[src/rtl/event_unit_pkg.sv]
// Shared definitions for the SoC event unit: default source count and the
// round-robin search helper used by the event FIFO arbiter.
package event_unit_pkg;

  localparam int SOC_EVT_NB_SRC_DEFAULT = 4;
  localparam int RR_MAX_SRC             = 32;

  // Returns the first set index at or after ptr, wrapping modulo n.
  // With no request set, ptr is returned; callers qualify it with |req.
  function automatic int unsigned rr_first(
    input logic [RR_MAX_SRC-1:0] req,
    input int unsigned           ptr,
    input int unsigned           n = SOC_EVT_NB_SRC_DEFAULT
  );
    int unsigned idx;
    rr_first = ptr;
    // Walk offsets from far to near so the nearest hit is the one that sticks.
    for (int k = RR_MAX_SRC - 1; k >= 0; k--) begin
      if (int'(n) > k) begin
        idx = ptr + int'(k);
        if (idx >= n) begin
          idx = idx - n;
        end
        if (req[idx]) begin
          rr_first = idx;
        end
      end
    end
  endfunction

endpackage

[src/rtl/soc_evt_rr_arbiter.sv]
// Combinational round-robin pick among pending event slots; the pointer
// register lives in the parent.
module soc_evt_rr_arbiter
  import event_unit_pkg::*;
#(
  parameter int NB_SRC = SOC_EVT_NB_SRC_DEFAULT,
  parameter int PTR_W  = $clog2(NB_SRC)
) (
  input  logic [NB_SRC-1:0] req,
  input  logic [PTR_W-1:0]  ptr,
  input  logic              en,
  output logic [NB_SRC-1:0] gnt_onehot,
  output logic [PTR_W-1:0]  gnt_idx,
  output logic              gnt_valid
);

  logic [RR_MAX_SRC-1:0] req_ext;
  int unsigned           pick;

  assign req_ext   = RR_MAX_SRC'(req);
  assign gnt_valid = en & (|req);

  always_comb begin
    pick    = rr_first(req_ext, 32'(ptr), NB_SRC);
    gnt_idx = PTR_W'(pick);
  end

  for (genvar gi = 0; gi < NB_SRC; gi++) begin : g_onehot
    assign gnt_onehot[gi] = gnt_valid & (gnt_idx == PTR_W'(gi));
  end

endmodule

[src/rtl/soc_evt_fifo_arbiter.sv]
// Merges per-source event pulses into the single event FIFO write port through
// one-entry pending slots, a round-robin grant and a registered output stage.
module soc_evt_fifo_arbiter
  import event_unit_pkg::*;
#(
  parameter int NB_SRC    = SOC_EVT_NB_SRC_DEFAULT,
  parameter int ID_WIDTH  = 8,
  parameter int CNT_WIDTH = 8
) (
  input  logic                         clk_i,
  input  logic                         rst_i,
  input  logic [NB_SRC-1:0]            src_evt_i,
  input  logic [NB_SRC*ID_WIDTH-1:0]   src_id_i,
  input  logic                         arb_en_i,
  output logic                         fifo_data_valid_o,
  output logic [ID_WIDTH-1:0]          fifo_data_o,
  input  logic                         fifo_fulln_i,
  output logic [NB_SRC-1:0]            lost_evt_o,
  output logic [CNT_WIDTH-1:0]         lost_cnt_o,
  input  logic                         clear_lost_i
);

  localparam int PTR_W = $clog2(NB_SRC);
  localparam int SUM_W = CNT_WIDTH + PTR_W + 1;

  logic [NB_SRC-1:0]    pending_q, pending_d;
  logic [ID_WIDTH-1:0]  pend_id_q [NB_SRC];
  logic [ID_WIDTH-1:0]  pend_id_d [NB_SRC];
  logic [PTR_W-1:0]     rr_ptr_q, rr_ptr_d;
  logic                 valid_q, valid_d;
  logic [ID_WIDTH-1:0]  data_q, data_d;
  logic [NB_SRC-1:0]    lost_q, lost_d;
  logic [CNT_WIDTH-1:0] cnt_q, cnt_d;

  logic                 adv;
  logic                 arb_go;
  logic [NB_SRC-1:0]    gnt_onehot;
  logic [PTR_W-1:0]     gnt_idx;
  logic                 gnt_valid;
  logic [NB_SRC-1:0]    lose_now;
  logic [SUM_W-1:0]     cnt_sum;

  assign adv    = ~valid_q | fifo_fulln_i;
  assign arb_go = adv & arb_en_i;

  soc_evt_rr_arbiter #(
    .NB_SRC (NB_SRC),
    .PTR_W  (PTR_W)
  ) u_rr (
    .req        (pending_q),
    .ptr        (rr_ptr_q),
    .en         (arb_go),
    .gnt_onehot (gnt_onehot),
    .gnt_idx    (gnt_idx),
    .gnt_valid  (gnt_valid)
  );

  // A slot granted this cycle is free again, so a same-cycle pulse refills it.
  always_comb begin
    pending_d = pending_q & ~gnt_onehot;
    lose_now  = '0;
    for (int i = 0; i < NB_SRC; i++) begin
      pend_id_d[i] = pend_id_q[i];
      if (src_evt_i[i]) begin
        if (!pending_d[i]) begin
          pending_d[i] = 1'b1;
          pend_id_d[i] = src_id_i[i*ID_WIDTH +: ID_WIDTH];
        end else begin
          lose_now[i] = 1'b1;
        end
      end
    end
  end

  always_comb begin
    valid_d  = valid_q;
    data_d   = data_q;
    rr_ptr_d = rr_ptr_q;
    if (gnt_valid) begin
      valid_d  = 1'b1;
      data_d   = pend_id_q[gnt_idx];
      rr_ptr_d = (gnt_idx == PTR_W'(NB_SRC - 1)) ? '0 : gnt_idx + PTR_W'(1);
    end else if (adv) begin
      valid_d = 1'b0;
    end
  end

  // Clear takes effect before this cycle's losses are accumulated.
  always_comb begin
    lost_d  = (clear_lost_i ? '0 : lost_q) | lose_now;
    cnt_sum = clear_lost_i ? '0 : SUM_W'(cnt_q);
    for (int i = 0; i < NB_SRC; i++) begin
      cnt_sum = cnt_sum + SUM_W'(lose_now[i]);
    end
    if (|cnt_sum[SUM_W-1:CNT_WIDTH]) begin
      cnt_d = '1;
    end else begin
      cnt_d = cnt_sum[CNT_WIDTH-1:0];
    end
  end

  always_ff @(posedge clk_i) begin
    if (rst_i) begin
      pending_q <= '0;
      rr_ptr_q  <= '0;
      valid_q   <= 1'b0;
      data_q    <= '0;
      lost_q    <= '0;
      cnt_q     <= '0;
      for (int i = 0; i < NB_SRC; i++) begin
        pend_id_q[i] <= '0;
      end
    end else begin
      pending_q <= pending_d;
      rr_ptr_q  <= rr_ptr_d;
      valid_q   <= valid_d;
      data_q    <= data_d;
      lost_q    <= lost_d;
      cnt_q     <= cnt_d;
      for (int i = 0; i < NB_SRC; i++) begin
        pend_id_q[i] <= pend_id_d[i];
      end
    end
  end

  assign fifo_data_valid_o = valid_q;
  assign fifo_data_o       = data_q;
  assign lost_evt_o        = lost_q;
  assign lost_cnt_o        = cnt_q;

endmodule

[config.mk]
export PLATFORM = sky130hd
export DESIGN_NAME = soc_evt_fifo_arbiter
export DESIGN_NICKNAME = d
export VERILOG_FILES = /design/src/rtl/event_unit_pkg.sv /design/src/rtl/soc_evt_rr_arbiter.sv /design/src/rtl/soc_evt_fifo_arbiter.sv
export SDC_FILE = /design/constraint.sdc
export NUM_CORES = 1
export LEC_CHECK = 0
export BUFFER_PORTS_ARGS = -buffer_cell sky130_fd_sc_hd__buf_2
export CAP_MARGIN = 0
export CORE_UTILIZATION = 49
export DETAILED_ROUTE_END_ITERATION = 6
export PLACE_DENSITY = 0.75
export SYNTH_ARGS = -nofsm -noshare
export SYNTH_HDL_FRONTEND = slang
export SYNTH_SLANG_ARGS = --single-unit
[constraint.sdc]
create_clock -name clk_i -period 4.5 [get_ports clk_i]
set_input_delay 0.225 -clock clk_i [delete_from_list [all_inputs] [get_ports clk_i]]
set_output_delay 0.225 -clock clk_i [all_outputs]
set_load 0.02 [all_outputs]
Word level (Yosys, flattened, before mapping)
Memory sizes are Yosys's and may differ from the RTL's. A register that Yosys moved wholly into a read port is not among the register bits.
Cells that the tools add are included.

operators by class
  reductions and logical operators = 8
  div/mod/pow operators = 0
  shifts and indexed selects = 0
  $add $sub $neg = 12
  magnitude comparators = 8
  mux-type cells = 49
  $mul = 0
  equality and inequality tests = 11
  bitwise gates (word level) = 15

operators with widths
  cell                     number
  $lt A32 B6 Y1 const B    4
  $mux W32                 4
  $mux W8                  14
  $ge A32 B3 Y1 const B    3
  $sub A32 B3 Y32 const B  3
  $mux W1                  21
  $bmux W1 S5              4
  $reduce_and A3 Y1        4
  $add A10 B1 Y11          1
  $add A11 B1 Y11          1
  $add A9 B1 Y10           1
  $mux W2                  5
  $add A8 B1 Y9            1
  $ne A2 B2 Y1 const B     4
  $add A2 B2 Y3 const B    2
  $and A1 B1 Y1            6
  $or A1 B1 Y1             5
  $and A4 B4 Y4            1
  $eq A2 B2 Y1 const B     2
  $mux W4                  1
  $ne A1 B1 Y1 const B     4
  $not A4 Y4               1
  $or A4 B4 Y4             1
  $reduce_or A4 Y1         1
  other kinds (9)          9

storage, ports and cells
  memories kept = 1
  RAM bits = 32
  output and inout port bits = 21
  bits in latches = 0
  memory bits (read-only) = 0
  bits in registers = 19
  input port bits = 41

memories
  name       words  bits a word  read ports  clocked after memory_dff  wr ports  line                        RTL
  pend_id_q  4      8            1           1                         4         soc_evt_fifo_arbiter.sv:27  logic [ID_WIDTH-1:0] pend_id_q [NB_SRC];

Depth between registers and ports, before layout
Gate-level depths: netlist of run 1.

  depth after elaboration = 21
  mapped depth = 23
  gate-level depth less buffers = 20

Modules after synthesis
A second synthesis of run 1 with hierarchy kept.

unflattened totals
  cells, all modules = 269
  area total of the unflattened synthesis = 3052.9 µm²

modules (own cells, without submodules)
  module                area an instance (µm²)  cells an instance  sequential area each (µm²)  instances
  soc_evt_fifo_arbiter  2596.2                  212                1501.4                      1
  soc_evt_rr_arbiter    456.7                   57                 0.0                         1

Worst setup path before layout of run 1
OpenSTA, ideal clock, no wires.

  kind = reg2reg
  start point = register rr_ptr_q[0]
  end point = register cnt_q[7], in the netlist lost_cnt_o[7]
  cell stages (with the launch flop) = 24
  required time = 4435 ps
  clock period less this slack = 4706 ps
  arrival time = 4641 ps
  setup slack = -206 ps
  path through = dfxtp_1 buf_6 inv_1 ha_1 mux4_2 and2_1 or3b_1 nand4b_2 buf_6 buf_12 inv_1 ha_1 a21boi_0 and2_1 fa_1 inv_1 fa_1 inv_1 fa_1 nand3_1 nor3_1 nand3_1 a21boi_0 nor2_1

on the way
  longest elaborated chain between the ends = 21
  elaborated cells on any way between the ends = 51
  classes of those cells = 11 x add/sub; 4 x order compare; 3 x eq/ne; 25 x mux; 6 x bitwise; 2 x reduce/logical

RTL lines
  item                                                     line                                        RTL
  start: declaration                                       soc_evt_fifo_arbiter.sv:29                  logic [PTR_W-1:0] rr_ptr_q, rr_ptr_d;
  start signal: assignment                                 soc_evt_fifo_arbiter.sv:115                 rr_ptr_q <= rr_ptr_d;
  $add A2 B2 Y3                                            event_unit_pkg.sv:20                        idx = ptr + int'(k);
  $sub A32 B3 Y32 / $ge A32 B3 Y1 (equally long branches)  event_unit_pkg.sv:22, event_unit_pkg.sv:21
  $mux W32                                                 event_unit_pkg.sv:21                        if (idx >= n) begin
  $bmux W1 S5                                              event_unit_pkg.sv:24                        if (req[idx]) begin
  $mux W1 (not written as such)                            event_unit_pkg.sv:24
  $mux W2 (3 in a row)                                     event_unit_pkg.sv:24
  $mux W2 *                                                event_unit_pkg.sv:24
  $logic_not A2 Y1                                         soc_evt_rr_arbiter.sv:29                    assign gnt_onehot[gi] = gnt_valid & (gnt_idx == PTR_W'(gi));
  (+3 left out)                                            --
  $mux W1                                                  soc_evt_fifo_arbiter.sv:65                  if (!pending_d[i]) begin
  $mux W1                                                  soc_evt_fifo_arbiter.sv:64                  if (src_evt_i[i]) begin
  $add A8 B1 Y9                                            soc_evt_fifo_arbiter.sv:93                  cnt_sum = cnt_sum + SUM_W'(lose_now[i]);
  $add A9 B1 Y10                                           soc_evt_fifo_arbiter.sv:93
  $add A10 B1 Y11                                          soc_evt_fifo_arbiter.sv:93
  $add A11 B1 Y11 *                                        soc_evt_fifo_arbiter.sv:93
  $reduce_or A3 Y1                                         soc_evt_fifo_arbiter.sv:95                  if (|cnt_sum[SUM_W-1:CNT_WIDTH]) begin
  $mux W8 *                                                soc_evt_fifo_arbiter.sv:95
  end signal: assignment                                   soc_evt_fifo_arbiter.sv:119                 cnt_q <= cnt_d;
  end: declaration                                         soc_evt_fifo_arbiter.sv:33                  logic [CNT_WIDTH-1:0] cnt_q, cnt_d;

Mark *: on every way between the ends. The rest lies on a longest branch, timed or not. The select of a mux whose other input is x is not followed.
A chain may end at the register's enable or synchronous reset.

Worst setup path in the final report of run 1
  start point = register rr_ptr_q[1]
  end point = register cnt_q[7], in the netlist lost_cnt_o[7]

Same word-level chain as after synthesis.

==> run metrics, run 1 <==
Layout area overhead 20.3%; Starting Density about 51%; initial antenna violation count 0; die area 6480 um2; flops & latches, synth about 60; buffer depth of the longest clock path 2; Setup violations, final 0; Synth area leader edfxtp_1; Post-Syn Area per Cell between 10 and 15 um2; Seq/Total Area, Yosys around half; Final Power between 1.5 and 2 mW; Post-synth EDFFs 32; metal2 WL 2.96 mm; worst-path cell chain inv_1 -> ha_4 -> mux4_2 -> and2_1 -> a31oi_1 -> o22ai_4 -> inv_1 -> ha_1 -> a21boi_0 -> and2_1 -> fa_1 -> inv_1 -> fa_1 -> inv_1 -> fa_1 -> nand3_2 -> nor3_4 -> nand3_4 -> a21boi_0 -> nor2_1; I/O pin count between 60 and 70; worst vdd ir about 0.26 mV; Routability Congestion roughly 0.87; Setup Crit Path Kind reg -> reg; CTS tree done; WL per Instance between 10 and 15 um; Sink Count 59; CTS hold repair buffers 0; Hold Path Class in -> reg; HPWL Detailed approximately 4.6 mm; remaining global-route overflow 0; slowest cell delay on critical path between 400 and 500 ps; most frequent cell after synthesis nor2_1; slew margin rel. approximately 45%; top cells by area, synth edfxtp_1 32%, dfxtp_1 18%, mux2i_1 5.3%; skew final roughly 12 ps; PwrDens 518 nW/um2; Num CTS Buffers 9; P_leak roughly 1.6 nW; GRT Total Usage 21.5%; met1 wire length 3.00 mm; RSZ-0062 raised after global routing false; share of post-route cells with drive strength above 1 28.6%; antenna viol nets, final 0; delay-heaviest family, CP adder cells; CP Capture Type flop; worst slew pin tran 820 ps; DRT iter0 DRCs 185; Top FF cell, synth edfxtp_1; Synth cell types 44; Final Hold Viols 0; Async SR Flop Fraction 0%; WP data arrival 4460 ps; drc violations 0; Achievable Freq around 0.24 GHz; total core area 5920 um2; Period minus WS final around 4200 ps; most frequent cells after synthesis 35 x nor2_1, 32 x edfxtp_1, 28 x nand2_1; Die Span Y between 80 and 90 um; Slowest cell on crit path fa_1; outcome finished, final reports clean; cell mode on critical path inv_1; First-pass DRT Iterations 4; routed length on met3 331 um; Yosys top cell area share a little under a third; Diodes inserted 0; uppermost layer routed met4; WP data required between 4000 and 5000 ps; Clk Latency, worst-skew pair ~340 ps; CP startpoint kind flop; PortBufs slightly above 60; Netlist Area Pre-Place around 3000 um2; Die X roughly 80 um; Final Cycle Share about 93%; CP bufs+invs 4; largest net degree at the start of global routing 36; synth warn 0; via/cell ratio about 5.2; Crit Path Max Fanout 7; clock-pin slew on the worst setup and hold paths around 70 ps; Syn Nets about 330; H-tree depth 3; Post-Route WL 6.36 mm; Post-Synthesis Cells about 280; Total Nets Final 400; max-cap violation count 0; vias in the first global route between 2000 and 2500; via count approximately 2200; Clk Tree Root Cell clkbuf_8; fin. max-slew vios 0; Rows 28; setup TNS 0 ps; first-pass GRT wire length about 10 mm
==> cell usage in the layout (no fill, tap or decap), types with 10 or more instances in the layout <==
cell | synthesis | routed
mux2i_1 | 16 | 16
buf_2 | 3 | 61
edfxtp_1 | 32 | 32
clkbuf_8 | 0 | 10
a21oi_1 | 10 | 10
inv_1 | 14 | 14
dfxtp_1 | 27 | 25
nor2_1 | 35 | 35
and2_1 | 20 | 20
nand2_1 | 28 | 28
==> final timing paths <==
kind,cells past startpoint,end,start,slack [ps]
max,20,lost_cnt_o[7]$_SDFF_PP0_,rr_ptr_q[1]$_SDFFE_PP0P_,310
min,3,pending_q[0]$_SDFF_PP0_,src_evt_i[0],130
max reg2reg,20,lost_cnt_o[7]$_SDFF_PP0_,rr_ptr_q[1]$_SDFFE_PP0P_,310
min reg2reg,1,lost_evt_o[2]$_SDFF_PP0_,lost_evt_o[2]$_SDFF_PP0_,480
==> area by class of cell <==
cell class | count | area, um2
multi-input combinational | 197 | 1430
fill | 508 | 2290
clock buffer | 10 | 138
sequential | 59 | 1500
inverter | 14 | 52.6
clock inverter | 6 | 63.8
tap | 75 | 93.8
timing repair buffer | 67 | 350
==> sequential cells by signal (all words and copies together) (netlist names) <==
name,flops
fifo_data_o,8
pend_id_q,32
pending_q,4
lost_evt_o,4
lost_cnt_o,8
fifo_data_valid_o,1
rr_ptr_q,2
==> layer usage <==
metal | vias up | track usage (%)
li1 | 1132 | -
met1 | 1023 | 29.5
met2 | 72 | 32.2
met3 | 6 | 5.34
met4 | 0 | 8.75
met5 | - | 0
==> timing repair <==
item,4_1_cts,5_1_grt
setup endpoints to repair,0,8
buffers inserted,0,1
resized for setup,0,7
==> cells by family after synthesis <==
group | count (synthesis) | synth area share [%]
mux | 23 | 8.66
flops | 59 | 49.7
compound gates | 45 | 11.5
fa+ha+maj | 11 | 5.30
simple gates | 113 | 18.7
buf+inv | 26 | 4.64
xor+xnor | 5 | 1.45
==> worst min-delay path: cells and delay by family <==
| family | cells | cell delay [ps] |
|---|---|---|
| buf+inv | 1 | 100 |
| simple gates | 2 | 110 |
==> report_power, final <==
part           switching, mW  internal [mW]
Clock                  0.216          0.270
Sequential            0.0438          0.653
Combinational          0.397          0.304
==> through the flow <==
step | utilization [%] | setup slack [ps] | std cells | hold WS [ps] | area, um2
6_report | 61.4 | 313 | 428 | 132 | 3630
5_1_grt | 61.4 | 14.0 | 428 | 129 | 3630
4_1_cts | 60.7 | 71.7 | 427 | 118 | 3590
3_5_place_dp | 57.3 | 111 | 411 | 459 | 3390
3_3_place_gp | 57.3 | 228 | 411 | 460 | 3390
2_1_floorplan | - | 12.4 | 282 | 346 | 3040
Power figures use the tool's default switching activity.
==> inputs of run 2 (changes only) <==
CORE_UTILIZATION = 28   (was 49)
PLACE_DENSITY = default   (was 0.75)
==> run 2 against run 1 <==
Wire length grew 14%. Sequential power up 0.6%. Design area rose by 4.5%. Critical path depth is the same. Die area grew 73%. Via count up 4.3%. Clock power increased by 2%.
==> run metrics, run 2 (synthesis gave the netlist of run 1 again) <==
Largest Register pend_id_q (unchanged); Sink Count 59 (unchanged); Place WS -42.9 ps (was 111 ps); DP Area 3480 um2 (was 3390 um2); clock-pin slew on the worst setup and hold paths 80 ps (was 70 ps); Hold Path Class in -> reg (unchanged); delay-heaviest family, CP adder cells (unchanged); Setup Crit Path Kind reg -> reg (unchanged); CP startpoint kind flop (unchanged); Post-Route WL 7.23 mm (was 6.36 mm); vias in the first global route 2297 (was 2087); outcome finished, final reports clean (unchanged); First-pass DRT Iterations 4 (unchanged); P_leak 1.62 nW (was 1.56 nW); Total Nets Final 408 (was 400); worst slew pin tran 713 ps (was 820 ps); via/cell ratio 4.69 (was 5.22); PwrDens 520 nW/um2 (was 518 nW/um2); CP bufs+invs 5 (was 4); Clk Tree Root Cell clkbuf_8 (unchanged); WP data required 4770 ps (about the same); met1 wire length 3.37 mm (was 3.00 mm); Diodes inserted 0 (unchanged); initial antenna violation count 0 (unchanged); antenna viol nets, final 0 (unchanged); slew margin rel. 52.4% (was 45.2%); setup TNS 0 ps (unchanged); slack of the critical path 188 ps (was 313 ps); WL per Instance 14.6 um (was 14.9 um); Final Power 1.98 mW (was 1.88 mW); max-cap violation count 0 (unchanged); Layout area overhead 25.8% (was 20.3%); first-pass GRT wire length 11.6 mm (was 10.2 mm); fin area 3800 um2 (was 3630 um2); HPWL Detailed 5.22 mm (was 4.57 mm); Final Cycle Share 95.8% (was 93.0%); remaining global-route overflow 0 (unchanged); DRT iter0 DRCs 76 (was 185); max FFs per register 32 (unchanged); fin. max-slew vios 0 (unchanged); largest net degree at the start of global routing 36 (unchanged); skew final 17.2 ps (was 11.6 ps); Achievable Freq 0.232 GHz (was 0.239 GHz); Die X 106 um (was 80.5 um); CP Capture Type flop (unchanged); Critical path origin rr_ptr_q[0]$_SDFFE_PP0P_ (was rr_ptr_q[1]$_SDFFE_PP0P_); metal2 WL 3.41 mm (was 2.96 mm); GRT Total Usage 13.5% (was 21.5%); worst-path cell chain clkinvlp_4 -> ha_4 -> mux4_2 -> and2_4 -> or3b_4 -> nand4b_4 -> inv_1 -> ha_1 -> a21boi_1 -> and2_4 -> fa_1 -> inv_1 -> fa_2 -> inv_2 -> fa_2 -> nand3_2 -> nor3_4 -> nand3_2 -> buf_4 -> a21oi_1 (was inv_1 -> ha_4 -> mux4_2 -> and2_1 -> a31oi_1 -> o22ai_4 -> inv_1 -> ha_1 -> a21boi_0 -> and2_1 -> fa_1 -> inv_1 -> fa_1 -> inv_1 -> fa_1 -> nand3_2 -> nor3_4 -> nand3_4 -> a21boi_0 -> nor2_1); CTS tree done (unchanged); via count 2330 (was 2233); share of post-route cells with drive strength above 1 31.9% (was 28.6%); Period minus WS final 4310 ps (was 4190 ps); worst r2r path cells 20 (unchanged); Num CTS Buffers 9 (unchanged); Routability Congestion 0.885 (was 0.866); Slowest cell on crit path fa_1 (unchanged); most common cell after layout, fill and taps aside buf_2 (unchanged); H-tree depth 3 (unchanged); PortBufs 61 (unchanged); total core area 10400 um2 (was 5920 um2); buffer depth of the longest clock path 2 (unchanged); Die Span Y 106 um (was 80.5 um); worst r2r dst lost_cnt_o[1]$_SDFF_PP0_ (was lost_cnt_o[7]$_SDFF_PP0_); Final Hold Viols 0 (unchanged); Critical Path End lost_cnt_o[1]$_SDFF_PP0_ (was lost_cnt_o[7]$_SDFF_PP0_); drc violations 0 (unchanged); most frequent cells in the layout 61 x buf_2, 35 x nor2_1, 32 x edfxtp_1 (unchanged); Crit. path cell count 20 (unchanged); Setup violations, final 0 (unchanged); Starting Density 29.1% (was 51.0%); die area 11200 um2 (was 6480 um2); I/O pin count 62 (unchanged); worst vdd ir 0.209 mV (was 0.263 mV); uppermost layer routed met4 (unchanged); Rows 37 (was 28); Clk Latency, worst-skew pair 340 ps (about the same); Crit Path Max Fanout 6 (was 7); setup slack, reg-to-reg 190 ps (was 310 ps); WP data arrival 4580 ps (was 4460 ps); slowest cell delay on critical path 530 ps (was 480 ps); routed length on met3 345 um (was 331 um); R2R Path Start rr_ptr_q[0]$_SDFFE_PP0P_ (was rr_ptr_q[1]$_SDFFE_PP0P_)
[run 2: tightest hold or removal path, cell delays in order]
cell and delay (ps):
buf_2 100, nor2_1 40, nor2_1 70
[run 2: through the flow]
step	util, %	hold WS, ps	std cells
final	36.6	134	497
after global routing	36.6	136	497
after CTS	35.5	118	489
after detailed placement	33.5	466	473
after global placement	33.5	467	473
after floorplan	-	346	282
[run 2: cell type report]
| class | count | area [um2] |
|---|---|---|
| Fill cell | 1065 | 6570 |
| Sequential cell | 59 | 1510 |
| Multi-Input combinational cell | 197 | 1440 |
| Timing Repair Buffer | 75 | 423 |
| Tap cell | 136 | 170 |
| Clock buffer | 10 | 138 |
| Clock inverter | 6 | 65.1 |
| Inverter | 14 | 56.3 |
[run 2: what timing repair did]
action / in CTS / in global routing
hold endpoints to repair: 0 / 0
pin swaps: 1 / 8
hold buffers: 0 / 0
gates resized for setup: 1 / 16
setup endpoints to repair: 3 / 8
buffers inserted: 0 / 8
[run 2: how the worst min path moves through the flow]
| stage | start | end | slack, ps | cells after the start |
|---|---|---|---|---|
| after floorplan | src_evt_i[0] | pending_q[0]$_SDFF_PP0_ | 350 | 2 |
| after global placement | src_evt_i[3] | pending_q[3]$_SDFF_PP0_ | 470 | 3 |
| after detailed placement | lost_evt_o[2]$_SDFF_PP0_ | lost_evt_o[2]$_SDFF_PP0_ | 470 | 1 |
| after CTS | src_evt_i[3] | pending_q[3]$_SDFF_PP0_ | 120 | 3 |
| after global routing | src_id_i[6] | pend_id_q[0][6]$_SDFFCE_PN0P_ | 140 | 2 |
| final | src_evt_i[3] | pending_q[3]$_SDFF_PP0_ | 130 | 3 |
[run 2: report_power, final]
group | switching [mW] | total (mW) | internal [mW] | leakage, nW
clock network | 0.227 | 0.498 | 0.271 | 0.102
logic | 0.413 | 0.777 | 0.364 | 0.953
registers | 0.0472 | 0.701 | 0.654 | 0.567
[run 2: per-layer routing]
| metal | track usage (%) | vias to the layer above |
|---|---|---|
| li1 | - | 1149 |
| met1 | 17.8 | 1104 |
| met2 | 21.0 | 64 |
| met3 | 3.96 | 13 |
| met4 | 4.76 | 0 |
| met5 | 0 | - |
